<file path="src/rtl/common_pkg.sv">
// Shared types and limits for the clock: command pulses, display modes, field limits.
package common_pkg;

  localparam int CLOCK_FREQ_DEFAULT = 2;

  localparam int   HOURS_MAX      = 23;
  localparam int   MINUTES_MAX    = 59;
  localparam int   SECONDS_MAX    = 59;
  localparam logic CURSOR_HOURS   = 1'b0;
  localparam logic CURSOR_MINUTES = 1'b1;

  typedef struct packed {
    logic do_display_time;
    logic do_set_time;
    logic do_set_alarm;
    logic do_toggle_alarm;
    logic do_left;
    logic do_up;
  } clock_op_t;

  typedef enum logic [1:0] {
    MODE_DISPLAY   = 2'd0,
    MODE_SET_TIME  = 2'd1,
    MODE_SET_ALARM = 2'd2
  } clock_mode_t;

  typedef enum logic [2:0] {
    CMD_NONE,
    CMD_DISPLAY,
    CMD_SET_TIME,
    CMD_SET_ALARM,
    CMD_TOGGLE,
    CMD_LEFT,
    CMD_UP
  } clock_cmd_t;

  function automatic logic [5:0] wrap_inc(input logic [5:0] v, input logic [5:0] max);
    return (v == max) ? 6'd0 : v + 6'd1;
  endfunction

endpackage

</file>
<file path="src/rtl/sec_prescaler.sv">
// Divides clk down to a one-cycle-per-second strobe; clear_i restarts the second.
module sec_prescaler #(
  parameter int CLK_FREQ_HZ = 2
) (
  input  logic clk,
  input  logic rst,
  input  logic clear_i,
  output logic tick_o
);

  localparam int CW = (CLK_FREQ_HZ > 1) ? $clog2(CLK_FREQ_HZ) : 1;
  localparam logic [CW-1:0] LAST = CW'(CLK_FREQ_HZ - 1);

  logic [CW-1:0] cnt;

  assign tick_o = (cnt == LAST) && !clear_i;

  always_ff @(posedge clk) begin
    if (rst || clear_i || (cnt == LAST)) cnt <= '0;
    else                                 cnt <= cnt + 1'b1;
  end

endmodule

</file>
<file path="src/rtl/clock_time_core.sv">
// Executes button-controller commands: runs hh:mm:ss, edits time/alarm, rings the alarm.
module clock_time_core
  import common_pkg::*;
#(
  parameter int CLK_FREQ_HZ    = CLOCK_FREQ_DEFAULT,
  parameter int ALARM_RING_SEC = 60
) (
  input  logic        clk,
  input  logic        rst,
  input  clock_op_t   op_i,
  output logic [4:0]  disp_hh_o,
  output logic [5:0]  disp_mm_o,
  output logic [5:0]  disp_ss_o,
  output clock_mode_t mode_o,
  output logic        cursor_o,
  output logic        alarm_en_o,
  output logic        alarm_ring_o,
  output logic        sec_tick_o
);

  localparam int RW = $clog2(ALARM_RING_SEC + 1);
  localparam logic [RW-1:0] RING_LOAD = RW'(ALARM_RING_SEC);

  logic [4:0]    hh, nxt_hh, al_hh, buf_hh;
  logic [5:0]    mm, nxt_mm, ss, nxt_ss, al_mm, buf_mm;
  logic [RW-1:0] ring_cnt;
  clock_mode_t   mode;
  clock_cmd_t    cmd;
  logic          cursor, alarm_en, ring, tick, commit, alarm_hit;

  // One command per cycle, highest-priority bit wins.
  always_comb begin
    cmd = CMD_NONE;
    if      (op_i.do_display_time) cmd = CMD_DISPLAY;
    else if (op_i.do_set_time)     cmd = CMD_SET_TIME;
    else if (op_i.do_set_alarm)    cmd = CMD_SET_ALARM;
    else if (op_i.do_toggle_alarm) cmd = CMD_TOGGLE;
    else if (op_i.do_left)         cmd = CMD_LEFT;
    else if (op_i.do_up)           cmd = CMD_UP;
  end

  assign commit = (cmd == CMD_DISPLAY) && (mode == MODE_SET_TIME);

  sec_prescaler #(.CLK_FREQ_HZ(CLK_FREQ_HZ)) u_prescaler (
    .clk     (clk),
    .rst     (rst),
    .clear_i (commit),
    .tick_o  (tick)
  );

  always_comb begin
    nxt_ss = wrap_inc(ss, 6'(SECONDS_MAX));
    nxt_mm = mm;
    nxt_hh = hh;
    if (ss == 6'(SECONDS_MAX)) begin
      nxt_mm = wrap_inc(mm, 6'(MINUTES_MAX));
      if (mm == 6'(MINUTES_MAX)) nxt_hh = 5'(wrap_inc({1'b0, hh}, 6'(HOURS_MAX)));
    end
  end

  assign alarm_hit = alarm_en && (nxt_hh == al_hh) && (nxt_mm == al_mm) && (nxt_ss == 6'd0);

  always_ff @(posedge clk) begin
    if (rst) begin
      hh         <= '0;
      mm         <= '0;
      ss         <= '0;
      al_hh      <= '0;
      al_mm      <= '0;
      buf_hh     <= '0;
      buf_mm     <= '0;
      mode       <= MODE_DISPLAY;
      cursor     <= CURSOR_HOURS;
      alarm_en   <= 1'b0;
      ring       <= 1'b0;
      ring_cnt   <= '0;
      sec_tick_o <= 1'b0;
    end else begin
      sec_tick_o <= tick;
      if (tick) begin
        hh <= nxt_hh;
        mm <= nxt_mm;
        ss <= nxt_ss;
      end

      unique case (cmd)
        CMD_SET_TIME: begin
          buf_hh <= hh;
          buf_mm <= mm;
          cursor <= CURSOR_HOURS;
          mode   <= MODE_SET_TIME;
        end
        CMD_SET_ALARM: begin
          buf_hh <= al_hh;
          buf_mm <= al_mm;
          cursor <= CURSOR_HOURS;
          mode   <= MODE_SET_ALARM;
        end
        CMD_DISPLAY: begin
          // The prescaler is cleared on commit, so no tick competes with this load.
          if (mode == MODE_SET_TIME) begin
            hh <= buf_hh;
            mm <= buf_mm;
            ss <= '0;
          end else if (mode == MODE_SET_ALARM) begin
            al_hh <= buf_hh;
            al_mm <= buf_mm;
          end
          mode <= MODE_DISPLAY;
        end
        CMD_LEFT: if (mode != MODE_DISPLAY) cursor <= ~cursor;
        CMD_UP: begin
          if (mode != MODE_DISPLAY) begin
            if (cursor == CURSOR_HOURS) buf_hh <= 5'(wrap_inc({1'b0, buf_hh}, 6'(HOURS_MAX)));
            else                        buf_mm <= wrap_inc(buf_mm, 6'(MINUTES_MAX));
          end
        end
        default: ;
      endcase

      // Silencing a ringing alarm also disarms it; otherwise toggle just flips the arm bit.
      if (cmd == CMD_TOGGLE) begin
        alarm_en <= ring ? 1'b0 : ~alarm_en;
        ring     <= 1'b0;
        ring_cnt <= '0;
      end else if (tick) begin
        if (alarm_hit) begin
          ring     <= 1'b1;
          ring_cnt <= RING_LOAD;
        end else if (ring) begin
          ring_cnt <= ring_cnt - 1'b1;
          if (ring_cnt == RW'(1)) ring <= 1'b0;
        end
      end
    end
  end

  assign disp_hh_o    = (mode == MODE_DISPLAY) ? hh : buf_hh;
  assign disp_mm_o    = (mode == MODE_DISPLAY) ? mm : buf_mm;
  assign disp_ss_o    = (mode == MODE_DISPLAY) ? ss : 6'd0;
  assign mode_o       = mode;
  assign cursor_o     = cursor;
  assign alarm_en_o   = alarm_en;
  assign alarm_ring_o = ring;

endmodule

</file>
<file path="config.mk">
export PLATFORM = sky130hd
export DESIGN_NAME = clock_time_core
export DESIGN_NICKNAME = d
export VERILOG_FILES = /design/src/rtl/common_pkg.sv /design/src/rtl/sec_prescaler.sv /design/src/rtl/clock_time_core.sv
export SDC_FILE = /design/constraint.sdc
export NUM_CORES = 1
export LEC_CHECK = 0
export CORE_MARGIN = 2
export CORE_UTILIZATION = 53
export DETAILED_ROUTE_END_ITERATION = 8
export HOLD_SLACK_MARGIN = 0.02
export PLACE_DENSITY = 0.86
export SLEW_MARGIN = 25
export SYNTH_ARGS = -nofsm -noshare
export SYNTH_HDL_FRONTEND = slang
export SYNTH_SLANG_ARGS = --single-unit
</file>
<file path="constraint.sdc">
create_clock -name clk -period 3.05 [get_ports clk]
set_clock_uncertainty 0.2 [all_clocks]
set_input_delay 0.305 -clock clk [delete_from_list [all_inputs] [get_ports clk]]
set_output_delay 0.305 -clock clk [all_outputs]
set_load 0.005 [all_outputs]
</file>
==> impl_metrics.json, run 1 <==
{
  "worst_r2r_path_depth": 8,
  "min_period_over_period_pct": 95.1,
  "ys_top_cells_by_area": "dfxtp_1 29%, nor2_1 7.1%, mux2i_1 5.3%, nand2_1 3.4%, mux2_2 3.4%",
  "std_cell_rows": 30,
  "min_from": "cursor_o$_SDFFE_PP0P_",
  "ys_warn_count": 0,
  "worstMarginPinSlew_ns": 1.02,
  "synthCells": 470,
  "antenna_cells": 0,
  "outcome": "completed",
  "holdBufCountCts": 0,
  "min_path_cells": 2,
  "yosysSeqAreaShare_pct": 28.8,
  "wl_per_cell_um": 17.5,
  "antenna_found_initial": 0,
  "numCtsBuffers": 5,
  "setup.worst_path.class": "flip-flop to flip-flop",
  "fp.dieH_um": 86.5,
  "synth_top_flop_cell": "dfxtp_1",
  "path_clk_slew_ns": 0.10,
  "synth_edf_count": 0,
  "grt_pass1_wl_mm": 16.7,
  "fmax_mhz": 345,
  "fin_hold_ws_ns": 0.327,
  "dieArea_mm2": 0.00748,
  "reg2reg_from": "mm[1]$_SDFF_PP0_",
  "synth_seq_cells": 52,
  "pwr_density_cell_mw_per_mm2": 349,
  "place_ws_ns": 0.134,
  "core_mm2": 0.00668,
  "drv_cap": 0,
  "hold_violations": 0,
  "yosysTopAreaCell": "dfxtp_1",
  "cts-root-buf": "clkbuf_8",
  "rsz0062_at_grt": "false",
  "cts.sinks": 52,
  "fin_setup_tns_ns": 0,
  "p_leak_nw": 1.59,
  "clock_latency_ns": 0.31,
  "cts_tree": "built",
  "drc": 0,
  "first_iter_violations": 380,
  "slew_viol_final": 0,
  "worst_setup_path_start_kind": "flip-flop",
  "synth_nets": 486,
  "drt_wl_total_mm": 10.1,
  "final_cell_mix": "68 x nor2_1, 52 x dfxtp_1, 33 x nand2_1",
  "cp-startpoint": "mm[1]$_SDFF_PP0_",
  "io_buffer_count": 30,
  "fin_ws_ns": 0.148,
  "grt_use_total_pct": 27.4,
  "io_pins": 31,
  "period_minus_slack_ns": 2.90,
  "viasPerCell": 6.61,
  "fillers": 569,
  "ant_nets": 0,
  "ir_worst_vdd_v": 0.000217,
  "drive_above_1_share_pct": 10.2,
  "synth_top_area_share_pct": 28.8,
  "start_util_pct": 54.0,
  "dieWidth_um": 86.5,
  "ys_types": 64,
  "hold_class": "flip-flop to flip-flop",
  "htree_levels": 2,
  "place.gp.congestion": 0.967,
  "syn_area_per_cell_um2": 7.68,
  "setup_viol": 0,
  "layout.nets": 514,
  "final_common_cell": "nor2_1",
  "cp-end-kind": "flip-flop",
  "multi_input_area_mm2": 0.00241,
  "postSynth.asyncResetShare_pct": 0,
  "worstPathMaxFanout": 7,
  "worst_ep_arrival_time_ns": 2.90,
  "syn2layout_area_growth_pct": 16.2,
  "regArea_mm2": 0.00104,
  "ctsLongestPathBuffers": 2,
  "grt_pass1_vias": 3488,
  "via_count": 3826,
  "overflow": 0,
  "grt_start_max_net_pins": 39,
  "slew-limit-headroom_pct": 32.1,
  "firstDrtPassIters": 6,
  "syn_area_mm2": 0.00361,
  "dp_hpwl_mm": 7.29,
  "required_ns": 3.05
}
==> critical path, cell delays in order, from the launching register on <==
cell	delay, ns
dfxtp_1	0.45
ha_1	0.32
nand2_1	0.11
or4b_1	0.49
nor2b_1	0.15
or4_4	0.49
nor4_4	0.28
nand3_1	0.13
nor3b_1	0.17
==> metal layers <==
layer  part of all wire [%]  vias up  GRT usage, %  wire (µm)
met1                     43     1773          37.6       4360
met5                      0        -             0          0
li1                       -     1820             -          -
met2                     47      207          44.1       4800
met4                    1.8        0          8.95        186
met3                    7.9       26          4.19        800
==> report_power, final <==
part,switching [W],internal (W)
logic,0.000115,0.0000957
registers,0.0000316,0.000697
clock network,0.000232,0.000290
total,0.000379,0.00108
==> flip-flops by register name, summed over array words and instances (netlist names) <==
| name | cells |
|---|---|
| mode_o | 2 |
| alarm_ring_o | 1 |
| ss | 6 |
| al_hh | 5 |
| cursor_o | 1 |
| ring_cnt | 6 |
| mm | 6 |
| alarm_en_o | 1 |
| buf_mm | 6 |
| hh | 5 |
| sec_tick_o | 1 |
| u_prescaler.cnt | 1 |
| buf_hh | 5 |
| al_mm | 6 |
==> stage by stage <==
| step | power (W) | cell area (µm²) | std cells | util (%) |
|---|---|---|---|---|
| after floorplan | 0.000865 | 3610 | 470 | - |
| after global placement | 0.000943 | 4050 | 570 | 60.6 |
| after detailed placement | 0.000948 | 4050 | 570 | 60.6 |
| after CTS | 0.00147 | 4180 | 578 | 62.5 |
| after global routing | 0.00151 | 4190 | 579 | 62.7 |
| final | 0.00146 | 4190 | 579 | 62.7 |
==> final timing paths <==
path,end,slack [ns]
max reg2reg,ring_cnt[1]$_SDFFE_PP0P_,0.15
min,cursor_o$_SDFFE_PP0P_,0.33
max,ring_cnt[1]$_SDFFE_PP0P_,0.15
min reg2reg,cursor_o$_SDFFE_PP0P_,0.33
==> final cells by class <==
class,instances,area share (%)
tap,80,2.39
clock inverter,1,0.716
inverter,9,0.806
sequential,52,24.8
multi-input combinational,376,57.5
clock buffer,7,2.30
timing repair buffer,54,11.5
==> kinds of logic after synthesis <==
family | synth area share (%)
fa+ha+maj | 2.77
xor+xnor | 2.18
flops | 28.8
mux | 8.70
simple gates | 31.4
buf+inv | 4.61
compound gates | 21.5
==> synthesized netlist by cell type, types with 3 or more instances <==
master     instances
a22oi_1            6
a211oi_1          14
nand4b_1           3
ha_1               8
nand4_1            5
nor3_1            21
xnor2_1            7
buf_2              4
nand3b_1           3
buf_1              3
a311oi_1           5
nand3_1           24
a32oi_1            3
mux2_2            11
nor3b_1            4
a21oi_1           23
a221o_1            3
a31oi_1            6
and3_1             6
or3_1              3
nor4_1            11
dfxtp_1           52
nand2_1           33
and2_1             6
o2111ai_1          3
o21ai_0           18
mux2i_1           19
nor2_1            68
nor2b_1            9
nor4b_1            3
inv_1              8
o22ai_1            5
a221oi_1           4
nand2b_1           4
clkbuf_1          25
==> what timing repair did <==
| action | 4_1_cts | 5_1_grt |
|---|---|---|
| setup buffers | 0 | 1 |
| gates resized for setup | 0 | 2 |
| setup endpoints to repair | 0 | 7 |
Power figures use the tool's default switching activity.
==> inputs of run 2 (changes only) <==
CORE_UTILIZATION = 30   (was 53)
GPL_ROUTABILITY_DRIVEN = 0   (was default)
MAX_ROUTING_LAYER = met4   (was default)
PLACE_DENSITY = 0.58   (was 0.86)
==> run 2 against run 1 <==
Compared with the run above: sequential cell count unchanged; clock power up 9.0%; hold slack worse by 0.011 ns; critical endpoint is now ring_cnt[0]$_SDFFE_PP0P_; fmax up 2.8%; critical path type unchanged; non-clock buffer count up 3; worst setup slack better by 0.078 ns; sequential power about the same; cell count up 12%; first-iteration DRC count down 37%; cell area up 3.1%; combinational power up 2%; sequential share of layout area down 0.71 points; largest power group unchanged.
==> impl_metrics.json, run 2 (synthesized netlist as in run 1, its figures left out) <==
{
  "dieWidth_um": 114,
  "clockPowerShare_pct": 37.7,
  "worstMarginPinSlew_ns": 0.666,
  "fin_area_mm2": 0.00432,
  "fmax_mhz": 354,
  "cts_setup_buffers": 0,
  "p_leak_nw": 1.61,
  "setup_viol": 0,
  "seqPwrFrac_pct": 48.1,
  "worstPathMaxFanout": 15,
  "std_cell_rows": 40,
  "share_comb_of_total_power_pct": 14.2,
  "io_pins": 31,
  "drt_wl_total_mm": 10.8,
  "viasPerCell": 5.66,
  "cp-end-kind": "flip-flop",
  "period_minus_slack_ns": 2.82,
  "layout.nets": 517,
  "post_cts_resize_count": 0,
  "worst_setup_path_start_kind": "flip-flop",
  "via_count": 3671,
  "fillers": 1246,
  "slew-limit-headroom_pct": 55.4,
  "antenna_found_initial": 0,
  "drv_cap": 0,
  "dpl_cell_area_mm2": 0.00416,
  "ir_worst_vdd_v": 0.000226,
  "required_ns": 3.03,
  "first_iter_violations": 238,
  "hold_violations": 0,
  "worst_ep_arrival_time_ns": 2.80,
  "setup.worst_path.class": "flip-flop to flip-flop",
  "final_common_cell": "nor2_1",
  "power.internal_w": 0.00110,
  "slew_viol_final": 0,
  "syn2layout_area_growth_pct": 19.7,
  "firstDrtPassIters": 5,
  "final_cell_mix": "68 x nor2_1, 51 x dfxtp_1, 33 x nand2_1",
  "clock_latency_ns": 0.30,
  "start_util_pct": 30.4,
  "holdBufCountCts": 0,
  "path_clk_slew_ns": 0.07,
  "core_mm2": 0.0119,
  "rsz0062_at_grt": "false",
  "ant_nets": 0,
  "grt_use_total_pct": 17.6,
  "io_buffer_count": 30,
  "cts-root-buf": "clkbuf_16",
  "grt_pass1_wl_mm": 18.0,
  "grt_start_max_net_pins": 39,
  "drive_above_1_share_pct": 11.2,
  "ctsLongestPathBuffers": 2,
  "p_sw_share_pct": 27.4,
  "fp.dieH_um": 114,
  "overflow": 0,
  "wl_per_cell_um": 16.6,
  "min_period_over_period_pct": 92.6,
  "antenna_cells": 0,
  "grt_pass1_vias": 3474,
  "hold_class": "flip-flop to flip-flop",
  "dieArea_mm2": 0.0129,
  "pwr_density_cell_mw_per_mm2": 350,
  "drc": 0,
  "fin_setup_tns_ns": 0,
  "p_sw_w": 0.000414,
  "cts.sinks": 52,
  "outcome": "completed",
  "dp_hpwl_mm": 7.85,
  "htree_levels": 2,
  "cts_tree": "built",
  "numCtsBuffers": 5
}
==> run 2: worst max-delay path: stages (launching register included) <==
cell and delay, ns:
dfxtp_1 0.34, ha_2 0.27, nand4_4 0.13, buf_4 0.23, nor4_1 0.29, o221ai_1 0.16
or4_4 0.55, nor4_4 0.23, nand3_1 0.12, nor4b_1 0.18
==> run 2: per-stage QoR <==
| stage | hold slack (ns) | setup WS [ns] | util (%) | instances | power [W] |
|---|---|---|---|---|---|
| 6_report | 0.316 | 0.227 | 36.4 | 649 | 0.00151 |
| 3_5_place_dp | 0.316 | 0.173 | 35.1 | 641 | 0.000954 |
| 4_1_cts | 0.324 | 0.158 | 36.3 | 649 | 0.00153 |
| 2_1_floorplan | 0.183 | 0.207 | - | 470 | 0.000865 |
| 5_1_grt | 0.371 | 0.00145 | 36.4 | 649 | 0.00158 |
| 3_3_place_gp | 0.300 | 0.257 | 35.1 | 641 | 0.000952 |
==> run 2: worst paths after layout <==
kind	slack [ns]	endpoint	cells after the start	from
hold / removal	0.32	cursor_o$_SDFFE_PP0P_	2	cursor_o$_SDFFE_PP0P_
hold reg to reg	0.32	cursor_o$_SDFFE_PP0P_	2	cursor_o$_SDFFE_PP0P_
setup reg to reg	0.23	ring_cnt[0]$_SDFFE_PP0P_	9	ss[1]$_SDFF_PP0_
setup / recovery	0.23	ring_cnt[0]$_SDFFE_PP0P_	9	ss[1]$_SDFF_PP0_
==> run 2: power groups by stage <==
stage	clock network, W	registers (W)	logic, W
after floorplan	0	0.000728	0.000137
after global placement	0	0.000742	0.000210
after detailed placement	0	0.000743	0.000211
after CTS	0.000593	0.000727	0.000213
after global routing	0.000613	0.000732	0.000237
final	0.000569	0.000728	0.000215
==> run 2: metal layers <==
layer	track usage, %	part of all wire (%)
met5	-	0
met4	5.53	2.7
met3	2.66	4.6
met2	27.1	45
met1	23.8	48
==> run 2: area by class of cell <==
cell class / instances / area [µm²] / share of cell area (%)
Tap cell: 147 / 184 / 4.26
Timing Repair Buffer: 57 / 503 / 11.6
Clock buffer: 5 / 125 / 2.90
Multi-Input combinational cell: 376 / 2410 / 55.9
Clock inverter: 3 / 18.8 / 0.434
Sequential cell: 52 / 1040 / 24.1
Inverter: 9 / 33.8 / 0.782
==> inputs of run 3 (changes only) <==
CORE_MARGIN = default   (was 2)
PLACE_DENSITY = default   (was 0.58)
==> run 3 against run 2 <==
Compared with the run above: die area fell by 3.5%; global-route usage fell by 0.083 points; hold slack improved by 0.0095 ns; fmax fell by 1.5%; largest cell class unchanged; critical endpoint is now ring_cnt[3]$_SDFFE_PP0P_; core utilization rose by 1.0 points; the flow now finishes with violations (DRC); combinational power barely moved; critical path type unchanged; cell area rose by 0.17%.
==> impl_metrics.json, run 3 (synthesized netlist as in run 1, its figures left out) <==
{
  "period_minus_slack_ns": 2.87,
  "firstDrtPassIters": 7,
  "worst_setup_path_start_kind": "flip-flop",
  "via_count": 3670,
  "fin_hold_ws_ns": 0.325,
  "clock_latency_ns": 0.30,
  "rsz0062_at_grt": "false",
  "slew-limit-headroom_pct": 61.2,
  "final_cell_mix": "68 x nor2_1, 52 x dfxtp_1, 33 x nand2_1",
  "grt_start_max_net_pins": 39,
  "worst_ep_arrival_time_ns": 2.90,
  "fin_area_mm2": 0.00433,
  "dieArea_mm2": 0.0125,
  "viasPerCell": 5.69,
  "grt_use_total_pct": 17.5,
  "wl_per_cell_um": 16.0,
  "dp_hpwl_mm": 7.71,
  "fp.dieH_um": 112,
  "setup_viol": 0,
  "grt_pass1_vias": 3427,
  "setup.worst_path.class": "flip-flop to flip-flop",
  "grt_pass1_wl_mm": 17.1,
  "cp-end-kind": "flip-flop",
  "fin_util_pct": 37.4,
  "drive_above_1_share_pct": 10.4,
  "hold_violations": 0,
  "io_pins": 31,
  "antenna_found_initial": 0,
  "numCtsBuffers": 5,
  "hold_class": "flip-flop to flip-flop",
  "drv_cap": 0,
  "required_ns": 3.09,
  "syn2layout_area_growth_pct": 19.9,
  "io_buffer_count": 30,
  "htree_levels": 2,
  "ctsLongestPathBuffers": 2,
  "std_cell_rows": 39,
  "first_iter_violations": 291,
  "drt_wl_total_mm": 10.3,
  "violations": "DRC",
  "antenna_cells": 0,
  "drc": 3,
  "cts_tree": "built",
  "p_leak_nw": 1.63,
  "dieWidth_um": 112,
  "ir_worst_vdd_v": 0.000205,
  "overflow": 0,
  "core_mm2": 0.0116,
  "worstPathMaxFanout": 7,
  "total_power_w": 0.00160,
  "pwr_density_cell_mw_per_mm2": 370,
  "fmax_mhz": 349,
  "fin_setup_tns_ns": 0,
  "cts-root-buf": "clkbuf_16",
  "layout.nets": 517,
  "cts.sinks": 52,
  "worstMarginPinSlew_ns": 0.580,
  "ant_nets": 0,
  "path_clk_slew_ns": 0.07,
  "holdBufCountCts": 0,
  "final_common_cell": "nor2_1",
  "outcome": "complete, but fails checks",
  "start_util_pct": 31.2,
  "slew_viol_final": 0,
  "min_period_over_period_pct": 94.0,
  "dpl_cell_area_mm2": 0.00415
}
[run 3: cell count changes in the layout (fill, tap and decap cells not counted)]
cell	delta
ha_2	-1
o41ai_2	-1
clkinv_4	-1
clkinv_2	-2
o41ai_1	+1
clkbuf_1	+1
dfxtp_1	+1
inv_6	+1
bufinv_16	+1
dfxtp_2	-1
ha_1	+1
[run 3: area by class of cell]
class / count / area, µm²
clock buffers: 6 / 129
inverters: 9 / 33.8
fillers: 1180 / 7240
repair buffers: 57 / 503
flip-flops and latches: 52 / 1040
well taps: 143 / 179
clock inverters: 2 / 38.8
multi-input cells: 376 / 2400
[run 3: metal layers]
metal | share of wire [%] | wire length (µm) | track usage (%) | vias up
met4 | 1.6 | 170 | 5.59 | 0
met3 | 4.8 | 498 | 2.78 | 11
met1 | 48 | 4930 | 23.3 | 1722
met2 | 46 | 4750 | 27.0 | 122
li1 | - | - | - | 1815
met5 | 0 | 0 | - | -
[run 3: critical path, cell delays in order (launching register included)]
cell and delay [ns]:
dfxtp_1 0.46, ha_1 0.31, nand2_1 0.09, or4b_1 0.49, nor2b_1 0.15, or4_4 0.49, nor4_4 0.24, nand4b_1 0.23
nand3_1 0.14
[run 3: final timing paths]
kind / from / to / slack [ns] / cells past startpoint
min: cursor_o$_SDFFE_PP0P_ / cursor_o$_SDFFE_PP0P_ / 0.33 / 2
max: mm[1]$_SDFF_PP0_ / ring_cnt[3]$_SDFFE_PP0P_ / 0.18 / 8
max reg2reg: mm[1]$_SDFF_PP0_ / ring_cnt[3]$_SDFFE_PP0P_ / 0.18 / 8
min reg2reg: cursor_o$_SDFFE_PP0P_ / cursor_o$_SDFFE_PP0P_ / 0.33 / 2
[run 3: repair_timing]
action                                  4_1_cts  5_1_grt
resized for setup                             0        1
endpoints found under the setup margin        0        7
endpoints found under the hold margin         0        0
buffers inserted                              0        1
[run 3: power by group]
group / internal [W] / switching [W]
sequential: 0.000697 / 0.0000282
clock: 0.000391 / 0.000270
combinational: 0.0000976 / 0.000118
[run 3: stage by stage]
step                      cells  setup WS [ns]
after floorplan             470          0.207
after global placement      636          0.275
after detailed placement    636          0.183
after CTS                   644          0.170
after global routing        645         0.0684
final                       645          0.184
